## src/rtl/arb_pkg.sv

```systemverilog
// Shared constants and state encoding for the grant arbiter slice.
package arb_pkg;
    localparam int NUM_REQ = 8;
    localparam int IDX_W   = 3;

    typedef enum logic {
        ST_IDLE  = 1'b0,
        ST_GRANT = 1'b1
    } arb_state_t;
endpackage

```

## src/rtl/highest_pick8.sv

```systemverilog
// Combinational highest-set-bit picker: one-hot winner, its index, and an any flag.
module highest_pick8
    import arb_pkg::*;
(
    input  logic [NUM_REQ-1:0] i_cand,
    output logic [NUM_REQ-1:0] o_onehot,
    output logic [IDX_W-1:0]   o_idx,
    output logic               o_any
);
    logic [NUM_REQ-1:0] w_higher;

    // w_higher[gi] is set when any candidate above bit gi is present.
    assign w_higher[NUM_REQ-1] = 1'b0;
    genvar gi;
    generate
        for (gi = 0; gi < NUM_REQ - 1; gi++) begin : g_higher
            assign w_higher[gi] = |i_cand[NUM_REQ-1:gi+1];
        end
        for (gi = 0; gi < NUM_REQ; gi++) begin : g_onehot
            assign o_onehot[gi] = i_cand[gi] & ~w_higher[gi];
        end
    endgenerate

    always_comb begin
        o_idx = '0;
        for (int i = 0; i < NUM_REQ; i++) begin
            if (o_onehot[i]) o_idx = IDX_W'(i);
        end
    end

    assign o_any = |i_cand;
endmodule

```

## src/rtl/grant_arbiter8.sv

```systemverilog
// Non-preemptive 8-way fixed-priority arbiter (bit 7 highest) with a hold-time
// limit that forcibly releases an owner after HOLD_MAX consecutive cycles.
module grant_arbiter8
    import arb_pkg::*;
#(
    parameter int HOLD_MAX = 16
) (
    input  logic               clk,
    input  logic               rst,
    input  logic [NUM_REQ-1:0] req,
    output logic [NUM_REQ-1:0] gnt,
    output logic [IDX_W-1:0]   gnt_idx,
    output logic               gnt_valid,
    output logic               timeout
);
    localparam logic [7:0] HOLD_LAST = 8'(HOLD_MAX - 1);

    arb_state_t         r_state;
    logic [NUM_REQ-1:0] r_gnt;
    logic [IDX_W-1:0]   r_gnt_idx;
    logic               r_gnt_valid;
    logic               r_timeout;
    logic [7:0]         r_hold_cnt;

    logic [NUM_REQ-1:0] w_cand;
    logic [NUM_REQ-1:0] w_win_onehot;
    logic [IDX_W-1:0]   w_win_idx;
    logic               w_win_any;
    logic               w_owner_req;
    logic               w_expired;

    // In GRANT the owner is excluded so a release or timeout hands off to someone else.
    assign w_cand      = (r_state == ST_IDLE) ? req : (req & ~r_gnt);
    assign w_owner_req = |(req & r_gnt);
    assign w_expired   = (r_hold_cnt == HOLD_LAST);

    highest_pick8 u_pick (
        .i_cand   (w_cand),
        .o_onehot (w_win_onehot),
        .o_idx    (w_win_idx),
        .o_any    (w_win_any)
    );

    always_ff @(posedge clk or posedge rst) begin
        if (rst) begin
            r_state     <= ST_IDLE;
            r_gnt       <= '0;
            r_gnt_idx   <= '0;
            r_gnt_valid <= 1'b0;
            r_timeout   <= 1'b0;
            r_hold_cnt  <= '0;
        end else begin
            r_timeout <= 1'b0;
            case (r_state)
                ST_IDLE: begin
                    r_hold_cnt <= '0;
                    if (w_win_any) begin
                        r_state     <= ST_GRANT;
                        r_gnt       <= w_win_onehot;
                        r_gnt_idx   <= w_win_idx;
                        r_gnt_valid <= 1'b1;
                    end
                end
                ST_GRANT: begin
                    if (!w_owner_req || w_expired) begin
                        // An owner dropping on its last allowed cycle is a plain release.
                        r_timeout  <= w_owner_req;
                        r_hold_cnt <= '0;
                        if (w_win_any) begin
                            r_gnt       <= w_win_onehot;
                            r_gnt_idx   <= w_win_idx;
                            r_gnt_valid <= 1'b1;
                        end else begin
                            r_state     <= ST_IDLE;
                            r_gnt       <= '0;
                            r_gnt_idx   <= '0;
                            r_gnt_valid <= 1'b0;
                        end
                    end else begin
                        r_hold_cnt <= r_hold_cnt + 8'd1;
                    end
                end
                default: begin
                    r_state     <= ST_IDLE;
                    r_gnt       <= '0;
                    r_gnt_idx   <= '0;
                    r_gnt_valid <= 1'b0;
                    r_hold_cnt  <= '0;
                end
            endcase
        end
    end

    assign gnt       = r_gnt;
    assign gnt_idx   = r_gnt_idx;
    assign gnt_valid = r_gnt_valid;
    assign timeout   = r_timeout;
endmodule

```

## config.mk

```make
export PLATFORM = sky130hd
export DESIGN_NAME = grant_arbiter8
export DESIGN_NICKNAME = d
export VERILOG_FILES = /design/src/rtl/arb_pkg.sv /design/src/rtl/highest_pick8.sv /design/src/rtl/grant_arbiter8.sv
export SDC_FILE = /design/constraint.sdc
export NUM_CORES = 1
export LEC_CHECK = 0
export BUFFER_PORTS_ARGS = -buffer_cell sky130_fd_sc_hd__buf_4
export CAP_MARGIN = 20
export CELL_PAD_IN_SITES_DETAIL_PLACEMENT = 0
export CELL_PAD_IN_SITES_GLOBAL_PLACEMENT = 1
export CORE_ASPECT_RATIO = 1.4
export CORE_MARGIN = 2
export CORE_UTILIZATION = 39
export CTS_BUF_LIST = sky130_fd_sc_hd__clkbuf_16
export CTS_CLUSTER_SIZE = 14
export DETAILED_ROUTE_END_ITERATION = 8
export PLACE_DENSITY_LB_ADDON = 0.05
export SLEW_MARGIN = 25
export SYNTH_ARGS = -nofsm -noshare
export SYNTH_HDL_FRONTEND = slang
export SYNTH_SLANG_ARGS = --single-unit
```

## constraint.sdc

```tcl
create_clock -name clk -period 3.01 [get_ports clk]
set_input_delay 0.602 -clock clk [delete_from_list [all_inputs] [get_ports clk]]
set_output_delay 0.602 -clock clk [all_outputs]
set_load 0.02 [all_outputs]
```

* Yosys cells after proc, flatten, opt, wreduce, memory -nomap -nowiden *
Cells that the tools add are included.
Widths: inputs -> output; s select.

word-level totals
  register bits after elaboration = 22
  bits of input ports = 10
  output and inout port bits = 13
  word-level logic and storage cells = 65

operators by class
  $add $sub $neg = 1
  equality and inequality tests = 3
  mux-type cells = 26
  bitwise gates (word level) = 18
  reduce and logical (&&, ||, !) cells = 11

operators with widths
  operator             count
  $mux 8               5
  $pmux 8 s2           2
  $mux 3               9
  $and 8x8->8          2
  $reduce_or 8->1      2
  $add 8x1->8 const B  1
  $eq 8x4->1 const B   1
  $not 1->1            8
  $not 8->8            1
  $and 1x1->1          7
  $mux 1               7
  $reduce_or 7->1      1
  $pmux 3 s2           1
  $reduce_or 6->1      1
  $reduce_or 5->1      1
  $ne 2x1->1 const B   2
  $pmux 1 s2           2
  $reduce_or 4->1      1
  $reduce_or 3->1      1
  $reduce_and 2->1     1
  $reduce_or 2->1      1
  $logic_not 1->1      1
  $logic_or 1x1->1     1

* Depth between registers and ports, before layout *
Gate-level depths: netlist of the first run.

  depth after elaboration = 16
  mapped depth = 7
  gate-level depth less buffers = 6

* By module *
A second synthesis of the first run with hierarchy kept.

second synthesis, totals
  cells, all modules = 105
  area, all modules = 1171.1 sq um

by module, submodules not included
  module          instances  cells an instance  area an instance (sq um)  seq. area each (sq um)
  grant_arbiter8  1          86                 1038.5                    550.5
  highest_pick8   1          19                 132.6                     0.0

* Worst setup path before layout of the first run *
No wires, ideal clock.

  path type = input-to-reg
  start point = input port req[7]
  end point = register r_gnt[0], in the netlist gnt[0]
  library setup time = 125 ps
  data arrival time = 1865 ps
  data required time = 2885 ps
  slack = 1020 ps
  cell stages on the path = 6
  path buffers = 1
  cells stage by stage = a22o_1 o41ai_4 or2b_2 o21ai_2 buf_6 mux2_4

on the way
  cells in the longest elaborated chain, start to end = 8
  elaborated cells between the ends (all ways) = 17
  those cells by class = 2 x eq/ne; 5 x mux; 4 x bitwise; 6 x reduce/logical

ends and longest elaborated chain
  item                  line                  text
  from (decl)           grant_arbiter8.sv:10  input logic [NUM_REQ-1:0] req,
  $and 8x8->8           grant_arbiter8.sv:33  assign w_cand = (r_state == ST_IDLE) ? req : (req & ~r_gnt);
  $mux 8                grant_arbiter8.sv:33
  $reduce_or 7->1       highest_pick8.sv:17   assign w_higher[gi] = |i_cand[NUM_REQ-1:gi+1];
  $not 1->1             highest_pick8.sv:20   assign o_onehot[gi] = i_cand[gi] & ~w_higher[gi];
  $and 1x1->1           highest_pick8.sv:20
  $mux 8                grant_arbiter8.sv:69  if (w_win_any) begin
  $mux 8                grant_arbiter8.sv:65  if (!w_owner_req || w_expired) begin
  $pmux 8 s2            grant_arbiter8.sv:54  case (r_state)
  to (signal assigned)  grant_arbiter8.sv:59  r_gnt <= w_win_onehot;
  to (signal assigned)  grant_arbiter8.sv:70  r_gnt <= w_win_onehot;
  to (decl)             grant_arbiter8.sv:19  logic [NUM_REQ-1:0] r_gnt;

Several ways; a longest one is shown, not always the timed one. The select of a mux whose other input is x is not followed.
A chain may end at the register's enable or synchronous reset.

* Final worst setup path of the first run *
  start point = register r_state
  end point = register r_gnt[7], in the netlist gnt[7]

on the way
  cells in the longest elaborated chain, start to end = 5
  elaborated cells between the ends (all ways) = 10
  those cells by class = 2 x eq/ne; 5 x mux; 1 x bitwise; 2 x reduce/logical

ends and longest elaborated chain
  item                    line                  text
  from (decl)             grant_arbiter8.sv:18  arb_state_t r_state;
  from (signal assigned)  grant_arbiter8.sv:46  r_state <= ST_IDLE;
  from (signal assigned)  grant_arbiter8.sv:58  r_state <= ST_GRANT;
  from (signal assigned)  grant_arbiter8.sv:74  r_state <= ST_IDLE;
  $mux 8                  grant_arbiter8.sv:33
  $reduce_or 8->1         highest_pick8.sv:31   assign o_any = |i_cand;
  $mux 8                  grant_arbiter8.sv:69
  $mux 8                  grant_arbiter8.sv:65
  $pmux 8 s2              grant_arbiter8.sv:54

Several ways; a longest one is shown, not always the timed one. The select of a mux whose other input is x is not followed.

==> flow_summary.toml, run 1 <==
[status]
status = "finished, final reports clean"

[synth]
synth_edf_count = 0
synthesis.area_um2 = 1180
ys_seq_area_frac = 0.466
synth_cells = 116
synth_seq_cells = 22
yosysTopAreaCell = "dfrtp_1"
syn_area_per_cell_um2 = 10.2
yosysWarnings = 0
ys.flop_type = "dfrtp_1"
ys_async_sr_fraction = 1.00
synth_area_leaders = "dfrtp_1 (47%), a22o_1 (4.4%), a32o_1 (4.2%)"
yosysTopAreaCellShare = 0.466
ys_types = 36
syn_nets = 127

[global_route]
grt_overflow = 0
antenna_found_initial = 0
grt_pass1_wl_mm = 4.50
grt_max_degree = 23
track_usage = 0.165
grt_pass1_vias = 968

[layout]
fin_util = 0.502
finalNetCount = 150
area.sequential_um2 = 551
area_growth_pct = 22.2
multi_input_area_um2 = 573
design_area_um2 = 1440
antenna_cells = 0
drive_above_1_share = 0.255
nFillCells = 294

[setup_path]
slowest_delay_ns = 0.50
worstSetupPathType = "register to register"
cp-end-kind = "register"
critPathLaunchType = "register"
cp.required_ns = 3.15
critical_path.slowest_cell = "o21ai_2"
cp_max_fo = 14
critical_path.cell_chain = "buf_4, a21boi_0, nor2_1, nand4_1, o21ai_2, mux2_2"
arrival_ns = 2.24

[floorplanning]
die_h_um = 69.1
ios = 23
rows = 23
fp.dieW_um = 50.5
fp.dieArea_um2 = 3490
core_area_um2 = 2880
initial_core_util = 0.410

[detailed_routing]
vias_per_cell = 5.56
wl_per_cell_um = 15.2
first_pass_iters = 4
drt-total-wl_mm = 2.65
drc = 0
antenna_left = 0
dr_total_vias = 968
drtIter0Drc = 27

[sta]
finalMaxSlewViolations = 0
relSlewSlack = 0.445
setup_violations = 0
final_hold_viol_count = 0
fin_hold_ws_ns = 0.463
period_minus_slack_ns = 2.10
setup_tns_ns = 0
tightest_slew_ns = 0.831
clock.fmax_ghz = 0.475
skew_ns = 0.00305
rsz0062_at_grt = "false"
period_share = 0.699

[placed_design]
gp_congestion = 0.798
hpwlAfterDp_mm = 2.00
port_buffers = 22
dpl_cell_area_um2 = 1370

[clock_network]
htree_levels = 1
cts_tree = "yes"
numClockSinks = 22
cts.path.max_buffers = 2
cts_setup_buffers = 0
clock_latency_ns = 0.25
numCtsBuffers = 3
hold_buffers = 0
cts_root_buf = "clkbuf_16"
path_clk_slew_ns = 0.06
post_cts_resized = 0

[pwr]
p_int_w = 0.000771
p_clk_frac = 0.224
ir_drop_mv = 0.429
powerDensity_nw_per_um2 = 850
power_frac_comb = 0.429
seq_power_share = 0.347
p_sw_frac = 0.372
p_sw_w = 0.000457
p_leak_nw = 0.680

[min_path]
hp-class = "register to register"

[job]
cap_violations = 0
-- cell type report --
cell class	count	area share
multi-input combinational	82	0.397
sequential	22	0.381
timing repair buffer	23	0.120
clock buffer	3	0.0520
tap	37	0.0321
inverter	7	0.0182
-- cell usage after synthesis, drive strengths merged, types with 3 or more instances --
master and n:
inv 7, buf 5, nand3 3, xnor2 3, nand2 11, dfrtp 22, a21boi 5, nor2 14
xor2 3, nand2b 4, a32o 5, a22o 6
-- power groups by stage --
stage                     registers, W  clock network [W]  logic (W)
after floorplan               0.000485                  0   0.000335
after global placement        0.000431                  0   0.000530
after detailed placement      0.000433                  0   0.000532
after CTS                     0.000428           0.000280   0.000535
after global routing          0.000435           0.000290   0.000579
final                         0.000427           0.000275   0.000527
-- final timing paths --
check | endpoint | from | slack [ns] | depth (start not counted)
worst min register to register | r_hold_cnt[0] | r_hold_cnt[0] | 0.46 | 1
worst max register to register | gnt[7] | r_state | 0.91 | 6
max in group asynchronous | gnt[5] | rst | 1.97 | 2
min in group asynchronous | r_hold_cnt[0] | rst | 0.52 | 2
worst max-delay path | gnt[7] | r_state | 0.91 | 6
worst min-delay path | r_hold_cnt[0] | r_hold_cnt[0] | 0.46 | 1
-- registers in the layout, indices dropped and copies added, names as in the netlist --
| signal | flops |
|---|---|
| gnt_idx | 3 |
| gnt_valid | 1 |
| timeout | 1 |
| r_hold_cnt | 8 |
| gnt | 8 |
| r_state | 1 |
-- metrics by stage --
step | power (W) | setup WS (ns) | std cells
2_1_floorplan | 0.000820 | 1.02 | 116
3_3_place_gp | 0.000961 | 0.668 | 171
3_5_place_dp | 0.000965 | 0.636 | 171
4_1_cts | 0.00124 | 0.896 | 174
5_1_grt | 0.00130 | 0.773 | 174
6_report | 0.00123 | 0.906 | 174
-- worst max-delay path, delay by kind of cell (launching register included) --
kind | cells | cell delay (ns)
simple gates | 2 | 0.29
buf+inv | 1 | 0.24
flops | 1 | 0.42
compound gates | 2 | 0.64
mux | 1 | 0.39
-- metal layers --
layer | vias up | track usage | routed length [um]
met5 | - | 0 | 0
met4 | 0 | 0.0541 | 24
li1 | 463 | - | -
met1 | 476 | 0.205 | 1140
met3 | 2 | 0.0238 | 116
met2 | 27 | 0.288 | 1360
-- placed cells by master (no fill, tap or decap), types with 2 or more instances in the layout --
| cell | instances |
|---|---|
| a21o_1 | 2 |
| a21boi_0 | 5 |
| inv_1 | 7 |
| o221ai_1 | 2 |
| nand2_1 | 11 |
| nor2_1 | 13 |
| clkbuf_16 | 3 |
| nor3_1 | 2 |
| a22o_1 | 6 |
| buf_4 | 23 |
| a32o_1 | 5 |
| dfrtp_1 | 22 |
| nand2b_1 | 4 |
| nand3_1 | 3 |
| xor2_1 | 3 |
| a21oi_1 | 2 |
| o221a_2 | 2 |
| and3_1 | 2 |
| xnor2_1 | 3 |
-- kinds of logic (layout without fill, tap and decap cells) --
group	count (synthesis)	in the layout	share of synthesized area
adder cells (fa/ha/maj)	1	1	0.0106
AO/OA/AOI/OAI	31	31	0.234
buffers and inverters	12	33	0.0487
AND/OR/NAND/NOR	41	41	0.165
XOR/XNOR	6	6	0.0445
multiplexers	3	3	0.0307
flip-flops	22	22	0.466
Power figures use the tool's default switching activity.
==> run 2: changes to the inputs <==
==> constraint.sdc (replaced) <==
create_clock -name clk -period 2 [get_ports clk]
set_input_delay 0.4 -clock clk [delete_from_list [all_inputs] [get_ports clk]]
set_output_delay 0.4 -clock clk [all_outputs]
set_load 0.02 [all_outputs]
==> run 2 against run 1 <==
  * Global-route usage grew 1.5 points
  * Critical path depth is the same
  * Final area grew 9.2%
  * Worst hold slack lost 0.28 ns
  * First-iteration DRC count grew 11%
  * Critical endpoint is now gnt[3]
  * Setup slack lost 0.83 ns
  * Non-clock buffer count grew 17
  * Largest power group unchanged
==> flow_summary.toml, run 2 (synthesis results as in run 1) <==
[pwr]
ir_drop_mv = 0.660
p_sw_frac = 0.358
p_int_w = 0.00132
power_frac_comb = 0.496
seq_power_share = 0.303
p_sw_w = 0.000736
p_clk_frac = 0.201
powerDensity_nw_per_um2 = 1300
p_leak_nw = 0.765

[clock_network]
clock_latency_ns = 0.25
hold_buffers = 0
cts_root_buf = "clkbuf_16"
numClockSinks = 22
numCtsBuffers = 3
htree_levels = 1
path_clk_slew_ns = 0.06
cts_tree = "yes"
cts.path.max_buffers = 2

[setup_path]
cp_max_fo = 7
crit_path_start = "r_hold_cnt[0]"
r2r_start = "r_hold_cnt[0]"
cp-end-kind = "register"
cp.required_ns = 2.14
arrival_ns = 2.06
worstSetupPathType = "register to register"
critPathLaunchType = "register"

[placed_design]
port_buffers = 22
gp_congestion = 0.881
dpl_cell_area_um2 = 1500
dp_cells = 188
hpwlAfterDp_mm = 2.26

[sta]
period_share = 0.961
setup_tns_ns = 0
final_hold_viol_count = 0
rsz0062_at_grt = "false"
finalMaxSlewViolations = 0
clock.fmax_ghz = 0.520
setup_violations = 0
tightest_slew_ns = 0.318
skew_ns = 0.00168
period_minus_slack_ns = 1.92
relSlewSlack = 0.786

[detailed_routing]
dr_total_vias = 1035
drt-total-wl_mm = 2.80
antenna_left = 0
drtIter0Drc = 30
vias_per_cell = 5.39
wl_per_cell_um = 14.6
drc = 0
first_pass_iters = 4

[layout]
area_growth_pct = 33.5
area.sequential_um2 = 551
antenna_cells = 0
multi_input_area_um2 = 574
layout_commonest_cell = "buf_4"
stdcell_count = 192
nFillCells = 290
drive_above_1_share = 0.342
final_cell_mix = "buf_4 (40), dfrtp_1 (22), nor2_1 (13)"
finalNetCount = 167
design_area_um2 = 1580

[global_route]
grt_pass1_vias = 1080
grtUsageMet3 = 0.0411
grtUsageMet1 = 0.203
grt_max_degree = 23
grtUsageMet2 = 0.304
grt_pass1_wl_mm = 4.86
antenna_found_initial = 0
grt_overflow = 0
track_usage = 0.180
busiest_layer = "met2"

[floorplanning]
fp.dieArea_um2 = 3490
rows = 23
ios = 23
die_h_um = 69.1
fp.dieW_um = 50.5
initial_core_util = 0.410
core_area_um2 = 2880

[status]
status = "finished, final reports clean"

[min_path]
hp-class = "input port to asynchronous set/reset pin"

[job]
cap_violations = 0
==> run 2: repair_timing <==
item | CTS | global route
setup endpoints to repair | 0 | 1
buffers inserted | 0 | 0
resized for setup | 0 | 1
hold endpoints to repair | 0 | 0
==> run 2: area by class of cell <==
type,instances,area share
clock buffers,3,0.0476
clock inverters,1,0.00238
inverters,7,0.0167
multi-input cells,82,0.364
flip-flops and latches,22,0.349
well taps,37,0.0294
repair buffers,40,0.190
==> run 2: path summary, 6_finish.rpt <==
path	slack (ns)	cells past startpoint	to
max	0.08	6	gnt[3]
min	0.18	3	gnt[3]
max reg2reg	0.08	6	gnt[3]
min reg2reg	0.46	1	r_hold_cnt[0]
max in group asynchronous	1.59	3	gnt[4]
min in group clk	0.46	1	r_hold_cnt[0]
==> run 2: power by group through the flow <==
stage | Combinational [W] | Sequential, W | Clock [W]
6_report | 0.00102 | 0.000621 | 0.000413
5_1_grt | 0.00111 | 0.000634 | 0.000441
4_1_cts | 0.00102 | 0.000622 | 0.000428
3_5_place_dp | 0.00102 | 0.000630 | 0
3_3_place_gp | 0.00100 | 0.000629 | 0
2_1_floorplan | 0.000504 | 0.000729 | 0
==> run 2: critical path, stage by stage (launching register included) <==
cell and delay [ns]:
dfrtp_1 0.39, ha_1 0.22, and3_1 0.23, nand2_1 0.09
or2b_2 0.34, and2_2 0.24, a32o_1 0.28
==> run 2: metrics by stage <==
stage | total power [W] | hold slack (ns) | util | worst slack, ns
floorplan | 0.00123 | 0.389 | - | 0.0874
global placement | 0.00163 | 0.451 | 0.520 | 0.0738
detailed placement | 0.00165 | 0.458 | 0.520 | 0.0442
CTS | 0.00208 | 0.189 | 0.547 | 0.0307
global route | 0.00218 | 0.206 | 0.548 | 0.0132
finish | 0.00205 | 0.181 | 0.548 | 0.0783
==> run 2: routing by layer <==
layer / part of all wire / routed length (um) / vias up
li1: - / - / 494
met1: 0.40 / 1130 / 498
met2: 0.52 / 1440 / 33
met3: 0.048 / 135 / 10
met4: 0.033 / 92 / 0
met5: 0 / 0 / -
==> run 3: changes to the inputs <==
--- a/config.mk
+++ b/config.mk
@@ -15,6 +15,7 @@
 export CTS_BUF_LIST = sky130_fd_sc_hd__clkbuf_16
 export CTS_CLUSTER_SIZE = 14
 export DETAILED_ROUTE_END_ITERATION = 8
+export GPL_TIMING_DRIVEN = 0
 export PLACE_DENSITY_LB_ADDON = 0.05
 export SLEW_MARGIN = 25
 export SYNTH_ARGS = -nofsm -noshare
==> constraint.sdc (replaced) <==
create_clock -name clk -period 2.4 [get_ports clk]
set_input_delay 0.48 -clock clk [delete_from_list [all_inputs] [get_ports clk]]
set_output_delay 0.48 -clock clk [all_outputs]
set_load 0.02 [all_outputs]
==> run 3 against run 2 <==
  * Final cell count is 6.8% lower
  * Final area shrank 6.7%
  * Utilization shrank 3.7 points
  * First-iteration DRC count rose by 10%
  * Critical path type unchanged
  * Sequential power down 14%
  * Total power is 22% lower
  * Setup slack better by 0.31 ns
  * Register-to-register slack better by 0.31 ns
  * Clock-buffer cell count unchanged
==> flow_summary.toml, run 3 (synthesis results as in run 1) <==
[clock_network]
cts_tree = "yes"
cts.path.max_buffers = 2
post_cts_resized = 0
numCtsBuffers = 3
numClockSinks = 22
path_clk_slew_ns = 0.06
cts_root_buf = "clkbuf_16"
clock_latency_ns = 0.25
htree_levels = 1
cts_setup_buffers = 0
hold_buffers = 0

[detailed_routing]
first_pass_iters = 5
vias_per_cell = 5.60
wl_per_cell_um = 14.9
drc = 0
drtIter0Drc = 33
drt-total-wl_mm = 2.67
antenna_left = 0
dr_total_vias = 1002

[layout]
finalNetCount = 154
area_growth_pct = 24.6
final_cell_mix = "dfrtp_1 (22), buf_4 (22), nor2_1 (13)"
antenna_cells = 0
drive_above_1_share = 0.275
design_area_um2 = 1470

[floorplanning]
rows = 23
initial_core_util = 0.410
fp.dieArea_um2 = 3490
core_area_um2 = 2880
fp.dieW_um = 50.5
die_h_um = 69.1
ios = 23

[placed_design]
port_buffers = 22
hpwlAfterDp_mm = 1.98
gp_congestion = 0.806
dpl_cell_area_um2 = 1390

[setup_path]
cp.required_ns = 2.53
cp-end-kind = "register"
cp_max_fo = 10
critPathLaunchType = "register"
worstSetupPathType = "register to register"
arrival_ns = 2.14

[job]
cap_violations = 0

[global_route]
grt_overflow = 0
grt_max_degree = 23
grt_pass1_wl_mm = 4.46
grt_pass1_vias = 1018
track_usage = 0.163
antenna_found_initial = 0

[sta]
setup_tns_ns = 0
tightest_slew_ns = 0.817
skew_ns = 0.00307
clock.fmax_ghz = 0.497
finalMaxSlewViolations = 0
period_share = 0.838
setup_violations = 0
final_hold_viol_count = 0
relSlewSlack = 0.455
rsz0062_at_grt = "false"
period_minus_slack_ns = 2.01

[pwr]
p_sw_frac = 0.370
p_leak_nw = 0.696
power_frac_comb = 0.450
p_clk_frac = 0.215
p_sw_w = 0.000592
powerDensity_nw_per_um2 = 1090
seq_power_share = 0.335
ir_drop_mv = 0.572
p_int_w = 0.00101

[min_path]
hp-class = "input port to asynchronous set/reset pin"

[status]
status = "finished, final reports clean"
run 3: path summary, 6_finish.rpt:
kind	from	slack, ns	depth (start not counted)	to
max in group asynchronous	rst	1.50	2	gnt[5]
worst min register to register	r_hold_cnt[0]	0.47	1	r_hold_cnt[0]
worst max register to register	gnt[7]	0.39	6	gnt[0]
min in group clk	r_hold_cnt[0]	0.47	1	r_hold_cnt[0]
worst min-delay path	rst	0.39	2	r_hold_cnt[0]
worst max-delay path	gnt[7]	0.39	6	gnt[0]
run 3: area by class of cell:
class,count,area [um2]
Inverter,7,26.3
Clock inverter,1,3.75
Fill cell,269,1410
Sequential cell,22,551
Buffer,5,31.3
Timing Repair Buffer,22,165
Multi-Input combinational cell,82,573
Clock buffer,3,75.1
Tap cell,37,46.3
run 3: stage by stage:
stage	std cells	setup slack [ns]	hold WS (ns)	power (W)	util
floorplan	116	0.487	0.433	0.00103	-
global placement	175	0.229	0.455	0.00126	0.484
detailed placement	175	0.240	0.463	0.00126	0.484
CTS	179	0.382	0.437	0.00161	0.511
global route	179	0.302	0.494	0.00170	0.511
finish	179	0.389	0.394	0.00160	0.511
run 3: per-layer routing:
| metal | GRT usage | wire length (um) | up-vias |
|---|---|---|---|
| met2 | 0.268 | 1330 | 41 |
| met4 | 0.0811 | 65 | 0 |
| met3 | 0.0325 | 161 | 8 |
| met1 | 0.199 | 1110 | 484 |
| li1 | - | - | 469 |
| met5 | 0 | 0 | - |
run 3: power by group through the flow:
stage / clock network, W / logic (W) / registers [W]
after CTS: 0.000353 / 0.000726 / 0.000533
after floorplan: 0 / 0.000420 / 0.000608
after detailed placement: 0 / 0.000722 / 0.000541
after global routing: 0.000372 / 0.000786 / 0.000546
final: 0.000344 / 0.000720 / 0.000535
after global placement: 0 / 0.000721 / 0.000538
run 3: critical path, cell delays in order, from the launching register on:
cell,delay [ns]
dfrtp_1,0.42
a22o_1,0.28
o41ai_4,0.47
or2b_2,0.21
o21ai_2,0.07
buf_6,0.15
mux2_4,0.29
